[config.mk]
export PLATFORM = sky130hd
export DESIGN_NAME = rgb565_gray_packer
export DESIGN_NICKNAME = d
export VERILOG_FILES = /design/src/rtl/rgb565_gray_packer_pkg.sv /design/src/rtl/gray_word_fifo.sv /design/src/rtl/rgb565_gray_packer.sv
export SDC_FILE = /design/constraint.sdc
export NUM_CORES = 1
export LEC_CHECK = 0
export ABC_AREA = 1
export CORE_UTILIZATION = 50
export DETAILED_ROUTE_END_ITERATION = 6
export HOLD_SLACK_MARGIN = 0.1
export PLACE_DENSITY_LB_ADDON = 0.3
export SETUP_SLACK_MARGIN = 0.3
export SLEW_MARGIN = 30
export SYNTH_ARGS = -nofsm -noshare
export SYNTH_HDL_FRONTEND = slang
export SYNTH_SLANG_ARGS = --single-unit
[constraint.sdc]
create_clock -name clock -period 4.4 [get_ports clock]
set_clock_uncertainty 0.2 [all_clocks]
set_input_delay 0.66 -clock clock [delete_from_list [all_inputs] [get_ports clock]]
set_output_delay 0.66 -clock clock [all_outputs]
set_load 0.005 [all_outputs]
[src/rtl/rgb565_gray_packer_pkg.sv]
// Shared grayscale definitions: luma weights, sum width and the packed FIFO entry.
// The grayscale custom instruction imports the same constants so both paths agree bit for bit.
package rgb565_gray_packer_pkg;

    localparam int W_R        = 54;
    localparam int W_G        = 183;
    localparam int W_B        = 19;
    localparam int GRAY_SHIFT = 6;
    localparam int SUM_WIDTH  = 14;
    localparam int WORD_BYTES = 4;

    typedef struct packed {
        logic        last;
        logic [31:0] data;
    } gray_word_t;

    // Truncating scale-down of the weighted sum to an 8-bit gray level.
    function automatic logic [7:0] gray_of_sum(input logic [SUM_WIDTH-1:0] sum);
        return 8'(sum >> GRAY_SHIFT);
    endfunction

endpackage

[src/rtl/gray_word_fifo.sv]
// Word FIFO with registered head (show-ahead): a push is visible on the head one edge later.
// Simultaneous push and pop is accepted even when full; a push at full without a pop is refused.
module gray_word_fifo #(
    parameter int DEPTH = 8,
    parameter int WIDTH = 33
) (
    input  logic             clock,
    input  logic             reset,
    input  logic             push,
    input  logic [WIDTH-1:0] push_data,
    input  logic             pop,
    output logic             head_valid,
    output logic [WIDTH-1:0] head_data,
    output logic             full
);

    localparam int AW = (DEPTH > 1) ? $clog2(DEPTH) : 1;

    logic [WIDTH-1:0] mem [DEPTH];
    logic [AW-1:0]    wr_ptr_reg;
    logic [AW-1:0]    rd_ptr_reg;
    logic [AW-1:0]    rd_ptr_next;
    logic [AW:0]      count_reg;
    logic [AW:0]      count_next;
    logic             push_ok;
    logic             pop_ok;
    logic             empty;
    logic             valid_next;
    logic [WIDTH-1:0] head_next;

    assign empty   = (count_reg == '0);
    assign full    = (count_reg == (AW+1)'(DEPTH));
    assign pop_ok  = pop && !empty;
    assign push_ok = push && (!full || pop_ok);

    always_comb begin
        rd_ptr_next = rd_ptr_reg + AW'(pop_ok);
        count_next  = count_reg + (AW+1)'(push_ok) - (AW+1)'(pop_ok);
        valid_next  = (count_next != '0);
        head_next   = head_data;
        // The incoming word becomes the head when nothing older survives this edge.
        if (push_ok && (count_reg == (AW+1)'(pop_ok))) begin
            head_next = push_data;
        end else if (valid_next) begin
            head_next = mem[rd_ptr_next];
        end
    end

    always_ff @(posedge clock) begin
        if (push_ok) begin
            mem[wr_ptr_reg] <= push_data;
        end
    end

    always_ff @(posedge clock) begin
        if (reset) begin
            wr_ptr_reg <= '0;
            rd_ptr_reg <= '0;
            count_reg  <= '0;
            head_valid <= 1'b0;
            head_data  <= '0;
        end else begin
            if (push_ok) begin
                wr_ptr_reg <= wr_ptr_reg + AW'(1);
            end
            rd_ptr_reg <= rd_ptr_next;
            count_reg  <= count_next;
            head_valid <= valid_next;
            head_data  <= head_next;
        end
    end

endmodule

[src/rtl/rgb565_gray_packer.sv]
// Camera-to-DMA stage: two-stage RGB565->gray pipeline, 4-byte packer and word FIFO.
// The camera cannot stall, so a full FIFO drops the word and raises a sticky overflow flag.
module rgb565_gray_packer
    import rgb565_gray_packer_pkg::*;
#(
    parameter int FIFO_DEPTH = 8
) (
    input  logic        clock,
    input  logic        reset,
    input  logic        pixelValid,
    input  logic [15:0] pixelData,
    input  logic        frameEnd,
    output logic        wordValid,
    output logic [31:0] wordData,
    output logic        wordLast,
    input  logic        wordReady,
    output logic        overflow,
    input  logic        clearOverflow
);

    logic [5:0]           r6;
    logic [5:0]           g6;
    logic [5:0]           b6;
    logic                 s1_valid_reg;
    logic                 s1_last_reg;
    logic [SUM_WIDTH-1:0] prod_r_reg;
    logic [SUM_WIDTH-1:0] prod_g_reg;
    logic [SUM_WIDTH-1:0] prod_b_reg;
    logic [SUM_WIDTH-1:0] sum_next;
    logic                 s2_valid_reg;
    logic                 s2_last_reg;
    logic [7:0]           gray_reg;
    logic [1:0]           byte_cnt_reg;
    logic [2:0][7:0]      lanes_reg;
    logic [3:0][7:0]      push_lane;
    logic                 push_req;
    logic                 pop;
    logic                 fifo_full;
    logic                 overflow_reg;
    gray_word_t           push_word;
    gray_word_t           head_word;

    assign r6 = {pixelData[15:11], 1'b0};
    assign g6 = pixelData[10:5];
    assign b6 = {pixelData[4:0], 1'b0};

    always_ff @(posedge clock) begin
        if (reset) begin
            s1_valid_reg <= 1'b0;
            s1_last_reg  <= 1'b0;
            prod_r_reg   <= '0;
            prod_g_reg   <= '0;
            prod_b_reg   <= '0;
        end else begin
            s1_valid_reg <= pixelValid;
            s1_last_reg  <= pixelValid && frameEnd;
            if (pixelValid) begin
                prod_r_reg <= SUM_WIDTH'(r6) * SUM_WIDTH'(W_R);
                prod_g_reg <= SUM_WIDTH'(g6) * SUM_WIDTH'(W_G);
                prod_b_reg <= SUM_WIDTH'(b6) * SUM_WIDTH'(W_B);
            end
        end
    end

    assign sum_next = prod_r_reg + prod_g_reg + prod_b_reg;

    always_ff @(posedge clock) begin
        if (reset) begin
            s2_valid_reg <= 1'b0;
            s2_last_reg  <= 1'b0;
            gray_reg     <= '0;
        end else begin
            s2_valid_reg <= s1_valid_reg;
            s2_last_reg  <= s1_last_reg;
            if (s1_valid_reg) begin
                gray_reg <= gray_of_sum(sum_next);
            end
        end
    end

    assign push_req = s2_valid_reg && ((byte_cnt_reg == 2'd3) || s2_last_reg);

    // Lanes below the counter are already filled, the current lane takes the new byte,
    // and lanes above it are zero so a short frame-end word is zero-filled.
    for (genvar gi = 0; gi < WORD_BYTES; gi++) begin : g_lane
        if (gi < WORD_BYTES - 1) begin : g_stored
            assign push_lane[gi] = (2'(gi) < byte_cnt_reg)  ? lanes_reg[gi] :
                                   (2'(gi) == byte_cnt_reg) ? gray_reg : 8'h00;
        end else begin : g_top
            assign push_lane[gi] = (byte_cnt_reg == 2'(gi)) ? gray_reg : 8'h00;
        end
    end

    always_ff @(posedge clock) begin
        if (reset) begin
            byte_cnt_reg <= '0;
            lanes_reg    <= '0;
        end else if (s2_valid_reg) begin
            if (push_req) begin
                byte_cnt_reg <= '0;
            end else begin
                byte_cnt_reg <= byte_cnt_reg + 2'd1;
                for (int i = 0; i < WORD_BYTES - 1; i++) begin
                    if (byte_cnt_reg == 2'(i)) begin
                        lanes_reg[i] <= gray_reg;
                    end
                end
            end
        end
    end

    assign push_word.last = s2_last_reg;
    assign push_word.data = push_lane;
    assign pop            = wordValid && wordReady;

    gray_word_fifo #(
        .DEPTH (FIFO_DEPTH),
        .WIDTH ($bits(gray_word_t))
    ) u_fifo (
        .clock      (clock),
        .reset      (reset),
        .push       (push_req),
        .push_data  (push_word),
        .pop        (pop),
        .head_valid (wordValid),
        .head_data  (head_word),
        .full       (fifo_full)
    );

    assign wordData = head_word.data;
    assign wordLast = head_word.last;

    always_ff @(posedge clock) begin
        if (reset) begin
            overflow_reg <= 1'b0;
        end else if (clearOverflow) begin
            overflow_reg <= 1'b0;
        end else if (push_req && fifo_full && !pop) begin
            overflow_reg <= 1'b1;
        end
    end

    assign overflow = overflow_reg;

endmodule

==> flow_metrics.py <==
metrics = {
    "place": {
        "dpl.hpwl_um": 23700,
        "port_buffers": 56,
        "place_ws_ps": 32.8,
        "gp_congestion": 0.837,
        "place_area_um2": 19200,
    },
    "logic_synthesis": {
        "avgSynthCellArea_um2": 9.52,
        "synth_cell_types": 35,
        "async_flop_share_pct": 0,
        "synthCells": 1897,
        "yosysSeqAreaShare_pct": 56.7,
        "synth_area_um2": 18100,
        "ys.warnings.count": 0,
        "ys.flop_type": "edfxtp_1",
        "syn_nets": 2031,
        "ys_seq_elements": 380,
        "synth-edff-count": 264,
    },
    "run_status": {
        "status": "complete, no violations",
    },
    "timing": {
        "rsz0062_at_grt": "no",
        "drv_slew": 0,
        "worst_slew_pin_slew_ps": 928,
        "fmax_mhz": 261,
        "setup_ws_ps": 576,
        "holdWs_ps": 240,
        "finalHoldViolCount": 0,
        "tns_ps": 0,
        "fin_crit_ps": 3820,
        "maxSlewHeadroom_pct": 37.5,
        "min_period_over_period_pct": 86.9,
        "report.final.setup_viol": 0,
    },
    "route": {
        "dr_total_vias": 12910,
        "drtIter0Drc": 1004,
        "postRouteAntennaNets": 0,
        "routed_wl_um": 39700,
        "route.detailed.drc": 0,
        "firstDrtPassIters": 7,
        "wl_per_cell_um": 16.4,
        "routed_via_density": 5.32,
    },
    "clock_network": {
        "clock_latency_ps": 520,
        "clk_path_buf_depth": 3,
        "htree_num_levels": 2,
        "cts_hold_buffers": 0,
        "cts-resized-gates": 0,
        "cts_tree": "built",
        "clockRootBuffer": "clkbuf_16",
        "numCtsBuffers": 40,
        "cts_setup_buffers": 0,
        "path_clk_slew_ps": 60,
        "cts_sinks": 380,
    },
    "worst_setup_path": {
        "critPathLaunchType": "input pin",
        "critPathRequiredTime_ps": 4670,
        "worst_setup_path_end_kind": "register",
        "crit_fanout": 4,
        "arrival_ps": 4090,
        "crit_type": "in -> reg",
    },
    "final_layout": {
        "layout_commonest_cell": "nor2_1",
        "final_cell_mix": "nor2_1, edfxtp_1, nand2_1, inv_1, o21ai_0",
        "area_delta_synth_final_pct": 13.4,
        "largest_reg_flops": 264,
        "multi_input_area_um2": 6740,
        "final_area_um2": 20500,
        "drive_gt1_share_pct": 5.80,
        "final_net_count": 2068,
        "fill_cells": 3033,
        "num_antenna_cells": 0,
        "seqCellArea_um2": 10200,
    },
    "die": {
        "num_io_pins": 57,
        "start_util_pct": 50.8,
        "die_y_um": 192,
        "die_x_um": 192,
        "die-area_um2": 36900,
        "rows": 69,
        "coreArea_um2": 35600,
    },
    "power": {
        "pwr-share-clk_pct": 31.5,
        "power_switching_uw": 3380,
        "p_per_area_nw_per_um2": 516,
        "p_seq_share_pct": 39.3,
        "p_leak_uw": 0.00846,
        "swShare_pct": 32.0,
        "pwr-share-comb_pct": 29.2,
        "p_int_uw": 7190,
        "vdd_drop_max_v": 0.000535,
    },
    "global_route": {
        "grt_pass1_vias": 12492,
        "track_usage_pct": 22.1,
        "overflow": 0,
        "grt_max_degree": 78,
        "antenna_found_initial": 0,
        "grt_pass1_wl_um": 63800,
    },
    "run": {
        "max_cap_viol_count": 0,
    },
    "min_path": {
        "hold_class": "reg -> reg",
    },
}
==> critical path, cell delays in order <==
cell and delay, ps:
clkdlybuf4s50_1 440, fa_1 550, inv_1 70, fa_1 530
inv_1 50, fa_1 470, ha_1 360, nand2_1 80
o21ai_0 310, a21oi_1 130, or2_2 290, nand3_1 60
nand2_1 50, inv_1 40
==> power groups by stage <==
stage               sequential (uW)  clock [uW]  combinational (uW)
floorplan                      4210           0                2090
global placement               4230           0                3050
detailed placement             4240           0                3100
CTS                            4160        3370                3120
global route                   4180        3520                3520
finish                         4160        3330                3090
==> Yosys cell counts, types with 2 or more instances <==
cell	count	share of area, %
nor2_1	370	7.7
edfxtp_1	264	44
nand2_1	241	5.0
o21ai_0	198	5.5
inv_1	191	4.0
dfxtp_1	116	13
o21ai_1	109	3.0
ha_1	85	5.9
a21oi_1	57	1.6
nand3_1	55	1.5
clkbuf_1	49	1.0
nand4_1	40	1.4
buf_2	28	0.78
fa_1	27	3.0
xor2_1	9	0.44
buf_6	8	0.50
xnor2_1	6	0.29
o211ai_1	5	0.21
or2_2	5	0.17
buf_4	4	0.17
nand3b_1	4	0.17
a21o_1	3	0.12
a31oi_1	3	0.10
buf_1	3	0.062
nor3_1	3	0.083
o21bai_1	3	0.12
and2_1	2	0.069
nor2_4	2	0.12
==> routing by layer <==
layer / global-route usage (%) / up-vias / wire [um]
li1: - / 6433 / -
met1: 27.7 / 6057 / 16900
met2: 39.5 / 344 / 19900
met3: 2.81 / 76 / 1960
met4: 6.90 / 0 / 950
met5: 0 / - / 0
==> per-stage QoR <==
| step | util, % | instances | power [uW] |
|---|---|---|---|
| final | 57.6 | 2426 | 10600 |
| after global routing | 57.6 | 2426 | 11200 |
| after CTS | 57.6 | 2426 | 10700 |
| after detailed placement | 53.9 | 2353 | 7340 |
| after global placement | 53.9 | 2353 | 7280 |
| after floorplan | - | 1897 | 6300 |
==> kinds of logic after synthesis <==
group | synth area share (%)
AO/OA/AOI/OAI | 10.8
XOR/XNOR | 0.817
adder cells (fa/ha/maj) | 8.88
buffers and inverters | 6.53
flip-flops | 56.7
AND/OR/NAND/NOR | 16.3
==> cell type report <==
cell class	count	share of cell area (%)
Clock buffer	56	5.57
Clock inverter	17	0.848
Inverter	193	3.54
Multi-Input combinational cell	1232	32.9
Timing Repair Buffer	87	4.36
Tap cell	461	2.81
Sequential cell	380	50.0
==> path summary, 6_finish.rpt <==
path | start | to | slack [ps] | depth (start not counted)
hold / removal | s1_last_reg$_SDFF_PP0_ | s2_last_reg$_SDFF_PP0_ | 240 | 2
hold reg to reg | s1_last_reg$_SDFF_PP0_ | s2_last_reg$_SDFF_PP0_ | 240 | 2
setup / recovery | pixelData[8] | prod_g_reg[9]$_SDFFE_PP0P_ | 580 | 14
setup reg to reg | u_fifo.count_reg[2]$_SDFF_PP0_ | u_fifo.head_data[19]$_SDFFE_PP0P_ | 970 | 16
No activity file was read; power rests on OpenSTA's default activity.
